[src/rtl/arb_mux_reg.sv]
// N-to-1 registered mux with per-channel valid/ready handshake. The select comes from a
// fixed-priority or round-robin arbiter, or from an external override index.
module arb_mux_reg #(
  parameter int unsigned WIDTH  = 32,
  parameter int unsigned NUM_IN = 4,
  parameter int unsigned SEL_W  = $clog2(NUM_IN)
) (
  input  logic                    clk,
  input  logic                    rst,
  input  logic [NUM_IN*WIDTH-1:0] in_data,
  input  logic [NUM_IN-1:0]       in_valid,
  output logic [NUM_IN-1:0]       in_ready,
  input  logic                    mode,
  input  logic                    force_en,
  input  logic [SEL_W-1:0]        force_sel,
  output logic [WIDTH-1:0]        out_data,
  output logic [SEL_W-1:0]        out_sel,
  output logic                    out_valid,
  input  logic                    out_ready
);

  typedef enum logic [0:0] {StEmpty, StFull} state_e;

  state_e           state_q, state_d;
  logic [WIDTH-1:0] data_q, data_d;
  logic [SEL_W-1:0] sel_q, sel_d;
  logic [SEL_W-1:0] rr_q, rr_d;

  logic             can_load;
  logic             grant_valid;
  logic [SEL_W-1:0] grant_idx;
  logic [WIDTH-1:0] grant_data;
  int               rr_idx;

  assign can_load = (state_q == StEmpty) || out_ready;

  // Arbitration. Loops run from the far end so the last hit (highest priority) wins.
  always_comb begin
    grant_valid = 1'b0;
    grant_idx   = '0;
    rr_idx      = 0;
    if (!rst && can_load) begin
      if (force_en) begin
        // Out-of-range force_sel simply matches no channel.
        for (int i = 0; i < int'(NUM_IN); i++) begin
          if ((force_sel == SEL_W'(i)) && in_valid[i]) begin
            grant_valid = 1'b1;
            grant_idx   = SEL_W'(i);
          end
        end
      end else if (!mode) begin
        for (int i = int'(NUM_IN) - 1; i >= 0; i--) begin
          if (in_valid[i]) begin
            grant_valid = 1'b1;
            grant_idx   = SEL_W'(i);
          end
        end
      end else begin
        for (int off = int'(NUM_IN) - 1; off >= 0; off--) begin
          rr_idx = (int'(rr_q) + off) % int'(NUM_IN);
          for (int i = 0; i < int'(NUM_IN); i++) begin
            if ((i == rr_idx) && in_valid[i]) begin
              grant_valid = 1'b1;
              grant_idx   = SEL_W'(i);
            end
          end
        end
      end
    end
  end

  // One-hot ready and data select for the granted channel.
  always_comb begin
    in_ready   = '0;
    grant_data = '0;
    for (int i = 0; i < int'(NUM_IN); i++) begin
      if (grant_valid && (grant_idx == SEL_W'(i))) begin
        in_ready[i] = 1'b1;
        grant_data  = in_data[i*WIDTH +: WIDTH];
      end
    end
  end

  // Output stage state register.
  always_ff @(posedge clk) begin
    if (rst) begin
      state_q <= StEmpty;
    end else begin
      state_q <= state_d;
    end
  end

  // Output stage next state.
  always_comb begin
    state_d = state_q;
    unique case (state_q)
      StEmpty: begin
        if (grant_valid) state_d = StFull;
      end
      StFull: begin
        if (out_ready && !grant_valid) state_d = StEmpty;
      end
      default: state_d = StEmpty;
    endcase
  end

  // Output stage outputs.
  always_comb begin
    out_valid = (state_q == StFull);
    out_data  = data_q;
    out_sel   = sel_q;
  end

  // Datapath and round-robin pointer next state.
  always_comb begin
    data_d = data_q;
    sel_d  = sel_q;
    rr_d   = rr_q;
    if (grant_valid) begin
      data_d = grant_data;
      sel_d  = grant_idx;
      if (!force_en && mode) begin
        rr_d = (grant_idx == SEL_W'(NUM_IN - 1)) ? '0 : grant_idx + SEL_W'(1);
      end
    end
  end

  always_ff @(posedge clk) begin
    if (rst) begin
      data_q <= '0;
      sel_q  <= '0;
      rr_q   <= '0;
    end else begin
      data_q <= data_d;
      sel_q  <= sel_d;
      rr_q   <= rr_d;
    end
  end

endmodule

[config.mk]
export PLATFORM = sky130hd
export DESIGN_NAME = arb_mux_reg
export DESIGN_NICKNAME = d
export VERILOG_FILES = /design/src/rtl/arb_mux_reg.sv
export SDC_FILE = /design/constraint.sdc
export NUM_CORES = 1
export LEC_CHECK = 0
export CORE_MARGIN = 3
export CORE_UTILIZATION = 35
export DETAILED_ROUTE_END_ITERATION = 10
export GPL_ROUTABILITY_DRIVEN = 0
export PLACE_DENSITY = 0.77
export REMOVE_ABC_BUFFERS = 1
export SLEW_MARGIN = 0
export SYNTH_ARGS = -nofsm -noshare
export SYNTH_HDL_FRONTEND = slang
export SYNTH_SLANG_ARGS = --single-unit
[constraint.sdc]
create_clock -name clk -period 3.2 [get_ports clk]
set_input_delay 0.32 -clock clk [delete_from_list [all_inputs] [get_ports clk]]
set_output_delay 0.32 -clock clk [all_outputs]
set_load 0.02 [all_outputs]
==> flow_results.org, run 1 <==
** STA
- Final count of hold timing violations :: 0
- Maximum frequency from static timing analysis :: 0.325 GHz
- Number of pins with negative max-slew slack in the final report :: 0
- Setup repair after global routing left no endpoint under its margin.
- The worst path uses 96.1% of the clock period.
- Setup violations remaining at the end of the flow were counted as 0.
- Headroom to the max-slew limit came out at 59.6%.
- For the final database, setup skew stands at roughly 0.005 ns.
- Clock period minus worst slack :: between 3 and 4 ns
- Transition time at the pin with the least slew margin :: approximately 0.61 ns
- Once routing completed, OpenROAD measured the worst setup slack at 0.125 ns.

** Clock tree
- Worst-skew pair later-pin latency :: between 0.2 and 0.3 ns
- Buffers inserted to repair hold after CTS numbered 0.
- The clock passes through at most 2 buffers.
- After clock tree synthesis, the clock-pin slew on the worst setup and hold paths is roughly 0.070 ns.
- For this design, the sink count on the clock tree is 37.
- The H-tree generated during clock tree synthesis spans 2 levels.
- TritonCTS built the clock tree.
- Clock tree synthesis selected as its root buffer the cell sky130_fd_sc_hd__clkbuf_8.
- TritonCTS Buffers :: 5

** Setup path
- Traced cell by cell, the critical path runs through clkdlybuf4s50_1 -> nor2b_1 -> o31a_1 -> a311oi_2 -> a41oi_2 -> inv_1 -> ha_2 -> and2_1 -> clkdlybuf4s50_1.
- CP Launch Type :: primary input
- The worst register-to-register path ends at out_data[29].
- Register-to-register setup slack :: ~0.57 ns
- The slowest stage of the critical path belongs to the cell sky130_fd_sc_hd__clkdlybuf4s50_1.
- Critical path class :: in -> out
- For the worst setup path, the data required time is 2.88 ns.
- STA classifies the critical path endpoint as a primary output.
- Slowest stage delay, CP :: 0.65 ns
- Counting both buffers and inverters, the worst setup path holds a total of 3.
- Along the worst path, the maximum fanout reaches 4.
- Critical path arrival :: 2.75 ns
- The worst register-to-register path begins at rr_q[0].
- Kind of cell adding the most delay to the critical path :: buffers and inverters
- The worst register-to-register path has a depth of 11.
- Among the stages of the critical path, the cell type that occurs most often is sky130_fd_sc_hd__clkdlybuf4s50_1.

** Layout
- For this run, the share of the core covered by cells in the final layout is 63.4%.
- Layout area overhead :: 74.1%
- The number of antenna diodes in the final layout is 0.
- Fraction of layout instances using a drive strength above 1 :: 13.2%
- Final layout net count :: 637

** Synthesis
- In the synthesized netlist the async set-or-reset flop fraction comes to 0%.
- The Yosys step of the flow raised 0 warnings.
- In the post-synthesis netlist, the cell with the most instances is sky130_fd_sc_hd__nor2_1.
- The largest total area in the synthesized netlist belongs to sky130_fd_sc_hd__dfxtp_1.
- Synthesis-stage register bit count :: 37
- Count of flip-flops with a built-in enable after synthesis :: 0
- The share of synthesized area in the top cell type comes to 27.7%.
- Synth Area per Inst :: ~8.1 um2
- Leading post-synthesis cells by cell area :: sky130_fd_sc_hd__dfxtp_1 (28%), sky130_fd_sc_hd__a211oi_2 (15%), sky130_fd_sc_hd__a221oi_1 (11%)
- Number of distinct library cells after synthesis :: 34
- Post-synth top cells :: sky130_fd_sc_hd__nor2_1 (39), sky130_fd_sc_hd__a21oi_1 (37), sky130_fd_sc_hd__dfxtp_1 (37), sky130_fd_sc_hd__nor2b_1 (37)
- Syn Inst Count :: between 300 and 400
- In this run the cell area of the synthesized design comes to 0.00267 mm2.
- Among all flip-flop cells after synthesis, the most frequent one is sky130_fd_sc_hd__dfxtp_1.
- For this run, the register share of the synthesized area comes to 27.7%.

** Floorplan
- In this run the horizontal extent of the chip is 93.4 um.
- The die covers 0.00872 mm2.
- After floorplanning, the core was sized to cover 0.00733 mm2.
- Boundary pin count :: 178
- Initial Utilization :: 36.4%
- The floorplan step set the die height to 93.4 um.
- Row generation in the floorplan step produced 31 rows.

** Routing
- After detailed routing, the total wire length is 9.26 mm.
- The highest layer touched by signal routing is met4.
- The routed design uses around 930 um of met3 wire.
- Number of DRC violations after detailed routing :: 0
- Antenna viol nets, final :: 0
- In the final routing, the length of wire on met1 measures 3.81 mm.
- After detailed routing, the met2 layer carries around 4.4 mm of wire.
- Dividing the detail-routed wire length by the instance count gives 15.6 um.
- Vias after detailed routing :: slightly above 3,000
- Total iterations of the first detailed-routing run :: 6
- DRC marker count from the first detailed-route iteration :: 83
- Via density per instance :: 5.21

** Run
- Max-cap violations in this run came to 0.

** Place
- Worst setup slack after placement :: 0.0174 ns
- Count of input and output buffers :: 177
- Detailed placer's ending HPWL :: 6.95 mm

** GRT
- Number of global-route vias before repair :: 2,944
- The initial antenna violation count is 0.
- Maximum number of pins on one net before global-route repair :: 65
- Total Routing Usage GR :: 20.1%
- Overflow left after global routing :: 0
- The first global-routing pass estimated around 14 mm of wire.

** Hold path
- The worst hold path belongs to the class in -> reg.
- Hold Path Origin :: rst
- Counting instances, the worst hold path has a depth of 4.
- The worst hold path terminates at rr_q[1].

** Pwr
- The analysis attributes to cell leakage a power of 1.63 nW.
- Worst vdd rail ir drop :: 164 uV
- Areal power density over the cells :: 342 mW/mm2

** Status
- Result of the run :: completed
==> per-layer routing <==
layer / track usage (%) / vias up
met5: 0 / -
met4: 4.03 / 0
met2: 34.8 / 124
met3: 6.28 / 8
met1: 24.4 / 1404
li1: - / 1551
==> cells by family after synthesis <==
| kind of cell | count (synthesis) | synth area share (%) |
|---|---|---|
| buffers and inverters | 42 | 8.01 |
| AND/OR/NAND/NOR | 125 | 23.7 |
| adder cells (fa/ha/maj) | 4 | 1.87 |
| multiplexers | 3 | 1.17 |
| flip-flops | 37 | 27.7 |
| AO/OA/AOI/OAI | 118 | 37.5 |
==> worst max path at each step <==
stage,from,to,cells past startpoint,slack (ns)
final,in_valid[0],in_ready[3],9,0.13
after global routing,in_valid[1],in_ready[3],9,0.004
after CTS,in_valid[0],in_ready[3],9,0.01
after detailed placement,in_valid[0],in_ready[3],9,0.02
after global placement,in_valid[0],in_ready[3],9,0.11
after floorplan,out_valid,out_data[0],10,-0.54
==> metrics by stage <==
step	hold WS, ns	instance area [um2]	cells	power (W)	setup TNS, ns
4_1_cts	0.433	4630	592	0.00161	0
3_5_place_dp	0.474	4540	585	0.00128	0
3_3_place_gp	0.460	4540	585	0.00126	0
5_1_grt	0.468	4650	593	0.00169	0
6_report	0.442	4650	593	0.00159	0
2_1_floorplan	0.385	2480	294	0.000899	-17.20
==> worst min-delay path: stages <==
cell	delay, ns
sky130_fd_sc_hd__buf_2	0.16
sky130_fd_sc_hd__a211oi_4	0.07
sky130_fd_sc_hd__nand3_1	0.07
sky130_fd_sc_hd__a21oi_1	0.05
==> placed cells by master (no fill, tap or decap), types with 2 or more instances in the layout <==
| master | n |
|---|---|
| sky130_fd_sc_hd__mux2i_1 | 2 |
| sky130_fd_sc_hd__o21ai_0 | 5 |
| sky130_fd_sc_hd__dfxtp_1 | 37 |
| sky130_fd_sc_hd__inv_1 | 7 |
| sky130_fd_sc_hd__nor2_1 | 39 |
| sky130_fd_sc_hd__clkbuf_8 | 6 |
| sky130_fd_sc_hd__nand2b_1 | 2 |
| sky130_fd_sc_hd__buf_12 | 3 |
| sky130_fd_sc_hd__ha_2 | 2 |
| sky130_fd_sc_hd__nand2_1 | 5 |
| sky130_fd_sc_hd__o211ai_1 | 2 |
| sky130_fd_sc_hd__ha_1 | 2 |
| sky130_fd_sc_hd__o31a_1 | 2 |
| sky130_fd_sc_hd__nor3_1 | 33 |
| sky130_fd_sc_hd__a211oi_2 | 32 |
| sky130_fd_sc_hd__and2_1 | 4 |
| sky130_fd_sc_hd__a221oi_1 | 33 |
| sky130_fd_sc_hd__clkdlybuf4s50_1 | 175 |
| sky130_fd_sc_hd__a21oi_1 | 37 |
| sky130_fd_sc_hd__buf_4 | 13 |
| sky130_fd_sc_hd__nor2b_1 | 36 |
==> cell type report <==
type                       instances  area [um2]
fill                             634        2680
timing repair buffer             193        1930
multi-input combinational        250        1750
sequential                        37         741
tap                               99         124
clock buffer                       7        86.3
inverter                           7        26.3
==> state kept, by name, summed over array words and instances, names as in the netlist <==
signal     count
out_data      32
out_valid      1
rr_q           2
out_sel        2
==> repair_timing <==
| action | 4_1_cts | 5_1_grt |
|---|---|---|
| resized for setup | 0 | 3 |
| buffers inserted | 0 | 1 |
| endpoints found under the setup margin | 0 | 4 |
| endpoints found under the hold margin | 0 | 0 |
==> power by group <==
part / total (W) / internal [W] / switching [W]
logic: 0.000736 / 0.000397 / 0.000339
registers: 0.000531 / 0.000507 / 0.0000235
clock network: 0.000325 / 0.000171 / 0.000154
total: 0.00159 / 0.00108 / 0.000517
No activity file was read; power rests on OpenSTA's default activity.
==> inputs of run 2 (changes only) <==
CORE_UTILIZATION = 36   (was 35)
PLACE_DENSITY = 0.79   (was 0.77)
RECOVER_POWER = 100   (was default)
==> flow_results.org, run 2 (same netlist as run 1, synthesis figures left out) <==
** Clock tree
- The clock transition at the register clock pins on the worst setup and hold paths after CTS was 0.07 ns (about the same).
- CTS tree :: done
- CTS H-Tree Depth :: 2 (unchanged)
- Root buffer cell :: sky130_fd_sc_hd__clkbuf_8
- Hold-fix buffers at CTS :: 0 (unchanged)
- The maximum root-to-sink buffer count is 2 (unchanged).
- The total number of clock tree sinks is 37 (unchanged).
- TritonCTS Buffers :: 5 (unchanged)
- Number of setup buffers added after CTS :: 0 (unchanged)
- The worst-skew pair later-pin latency was 0.29 ns (about the same).

** Place
- Detailed placer's ending HPWL :: 7.26 mm (+4.5%)
- The standard cell area after detailed placement is 0.00452 mm2 (-0.52%).
- Count of input and output buffers :: 177 (unchanged)

** Routing
- The detailed-routing iteration count for the pre-antenna-repair pass was 4 (-2).
- Antenna viol nets, final :: 0 (unchanged)
- Number of DRC violations after detailed routing :: 0 (unchanged)
- The wire length per cell is 16.2 um (+3.6%).
- The ratio of routed vias to standard cells is 5.35 (+2.7%).
- Vias after detailed routing :: 3,149 (+2.0%)
- DRC marker count from the first detailed-route iteration :: 76 (-8.4%)
- Routed WL :: 9.54 mm (+2.9%)

** Setup path
- Register-to-register setup slack :: 0.51 ns (-0.06 ns)
- Critical path class :: in -> out
- Slowest stage delay, CP :: 0.63 ns (-0.02 ns)
- The number of buffers and inverters on the critical path was 3 (unchanged).
- Critical path arrival :: 2.68 ns (-0.07 ns)
- The data required time at the worst endpoint was 2.88 ns (about the same).
- Max FO, Critical Path :: 7 (+3)
- Cell repeated most along the worst path :: sky130_fd_sc_hd__clkdlybuf4s50_1
- The worst setup path is launched from a primary input.
- Walking the worst path, the cells encountered are clkdlybuf4s50_1 -> nor2b_1 -> a221oi_1 -> o211ai_1 -> buf_4 -> ha_1 -> and2_1 -> clkdlybuf4s50_1.
- The worst setup path is captured at a primary output.
- Critical Path Slowest Stage Cell :: sky130_fd_sc_hd__clkdlybuf4s50_1
- On the critical path the largest part of the delay comes from buffers and inverters.

** STA
- The slew at the pin closest to its max-slew limit was 1.01 ns (+0.406 ns).
- Setup repair after global routing left no endpoint under its margin.
- The final worst clock skew came to 0.00332 ns (-0.00169 ns).
- The final-report hold violation count came to 0 (unchanged).
- Final period utilization :: 93.6% (-2.5 points)
- Maximum frequency from static timing analysis :: 0.334 GHz (+2.6%)
- The clock period minus worst slack was 3.00 ns (-0.0785 ns).
- The normalized max-slew margin was 32.6% (-27 points).
- The number of failing setup endpoints in the final timing report was 0 (unchanged).
- The final count of pins violating max slew was 0 (unchanged).

** Layout
- The share of the core filled with cells is 65.3% (+1.9 points).
- The final non-filler cell area is 0.00456 mm2 (-1.9%).
- The number of nets at the end of the flow is 635 (-0.31%).
- The flip-flop count of the largest register, all copies and words added was 32 (unchanged).
- Fill cell instance count of the final layout :: 600 (-5.4%)
- The library cell used most frequently in the layout, excluding fill and tap cells, is sky130_fd_sc_hd__clkdlybuf4s50_1.
- Number of inserted diodes :: 0 (unchanged)
- Fraction of layout instances using a drive strength above 1 :: 11.2% (-2.0 points)
- Leading cell types in the layout, fill and taps excluded :: sky130_fd_sc_hd__clkdlybuf4s50_1 (137), sky130_fd_sc_hd__nor2_1 (39), sky130_fd_sc_hd__a21oi_1 (37), sky130_fd_sc_hd__dfxtp_1 (37), sky130_fd_sc_hd__nor2b_1 (36)
- Layout area overhead :: 70.7%

** Floorplan
- Vertical die dimension :: 92.1 um (-1.3%)
- The initial core utilization was 38.3% (+1.8 points).
- Core area :: 0.00698 mm2 (-4.8%)
- Boundary pin count :: 178 (unchanged)
- DIE WIDTH :: 92.1 um (-1.3%)
- Total Die Area :: 0.00849 mm2 (-2.6%)
- Placement row count :: 30 (-3.2%)

** GRT
- The pin count of the biggest net entering global routing came to 65 (unchanged).
- Global-route wire length before repair :: 15.4 mm (+7.3%)
- Number of global-route vias before repair :: 3,177 (+7.9%)
- The overflow left after global routing was 0 (unchanged).
- Antenna violations before repair :: 0 (unchanged)
- Total Routing Usage GR :: 22.3% (+2.2 points)

** Pwr
- Lkg Pwr :: 1.70 nW (+4.2%)
- The maximum VDD drop was 197 uV (+20%).
- The total power was 0.00160 W (+0.27%).
- Areal power density over the cells :: 350 mW/mm2 (+2.2%)

** Status
- The run finished with clean final reports.

** Run
- Max cap viols :: 0 (unchanged)

** Hold path
- In this run the worst hold path is classified as in -> reg.
[run 2: cell types whose count changed in the layout (fill, tap and decap cells not counted), sizes merged]
cell	before	now
dlygate4sd3	0	35
clkbuf	7	11
buf	17	14
clkdlybuf4s50	175	137
clkinv	0	1
[run 2: final timing paths]
path                                   from           end  depth (start not counted)
worst max-delay path            in_valid[0]   in_ready[0]                          8
worst max register to register    out_valid  out_data[23]                         12
worst min-delay path                    rst  out_data[15]                          3
worst min register to register   out_sel[0]    out_sel[0]                          2
[run 2: per-stage QoR]
step           setup TNS, ns  std cells  setup slack, ns  hold WS (ns)
2_1_floorplan         -17.20        294           -0.536         0.385
3_3_place_gp               0        581           0.0615         0.464
3_5_place_dp         -0.0314        581          -0.0314         0.473
4_1_cts                    0        589           0.0331         0.477
5_1_grt                    0        589          0.00603         0.485
6_report                   0        589            0.204         0.476
[run 2: where the power goes]
| group | leakage [nW] | switching, W | internal (W) |
|---|---|---|---|
| logic | 1.34 | 0.000335 | 0.000372 |
| clock network | 0.0542 | 0.000166 | 0.000195 |
| registers | 0.306 | 0.0000220 | 0.000507 |
[run 2: worst reg2reg max path: stages (launching register included)]
cell	delay [ns]
sky130_fd_sc_hd__dfxtp_1	0.31
sky130_fd_sc_hd__nor2b_1	0.14
sky130_fd_sc_hd__or3_1	0.32
sky130_fd_sc_hd__a311oi_1	0.33
sky130_fd_sc_hd__a41oi_1	0.13
sky130_fd_sc_hd__inv_1	0.12
sky130_fd_sc_hd__ha_1	0.16
sky130_fd_sc_hd__buf_4	0.21
sky130_fd_sc_hd__buf_12	0.22
sky130_fd_sc_hd__a221oi_1	0.10
sky130_fd_sc_hd__nor3_1	0.25
sky130_fd_sc_hd__a21oi_1	0.09
sky130_fd_sc_hd__a211oi_2	0.24
[run 2: layer usage]
metal	vias up	track usage, %	share of wire [%]
met2	135	39.9	49
met3	12	7.14	9.5
met5	-	0	0
met1	1456	25.1	40
met4	0	6.81	1.4
li1	1546	-	-
[run 2: cell type report]
| cell class | instances | area (um2) | share of cell area [%] |
|---|---|---|---|
| flip-flops and latches | 37 | 741 | 16.2 |
| repair buffers | 191 | 1880 | 41.2 |
| clock buffers | 7 | 96.3 | 2.11 |
| well taps | 96 | 120 | 2.63 |
| inverters | 7 | 26.3 | 0.576 |
| clock inverters | 1 | 5.00 | 0.110 |
| multi-input cells | 250 | 1690 | 37.1 |
[run 2: timing repair]
action	4_1_cts	5_1_grt
setup endpoints to repair	0	5
hold endpoints to repair	0	0
resized for setup	0	4
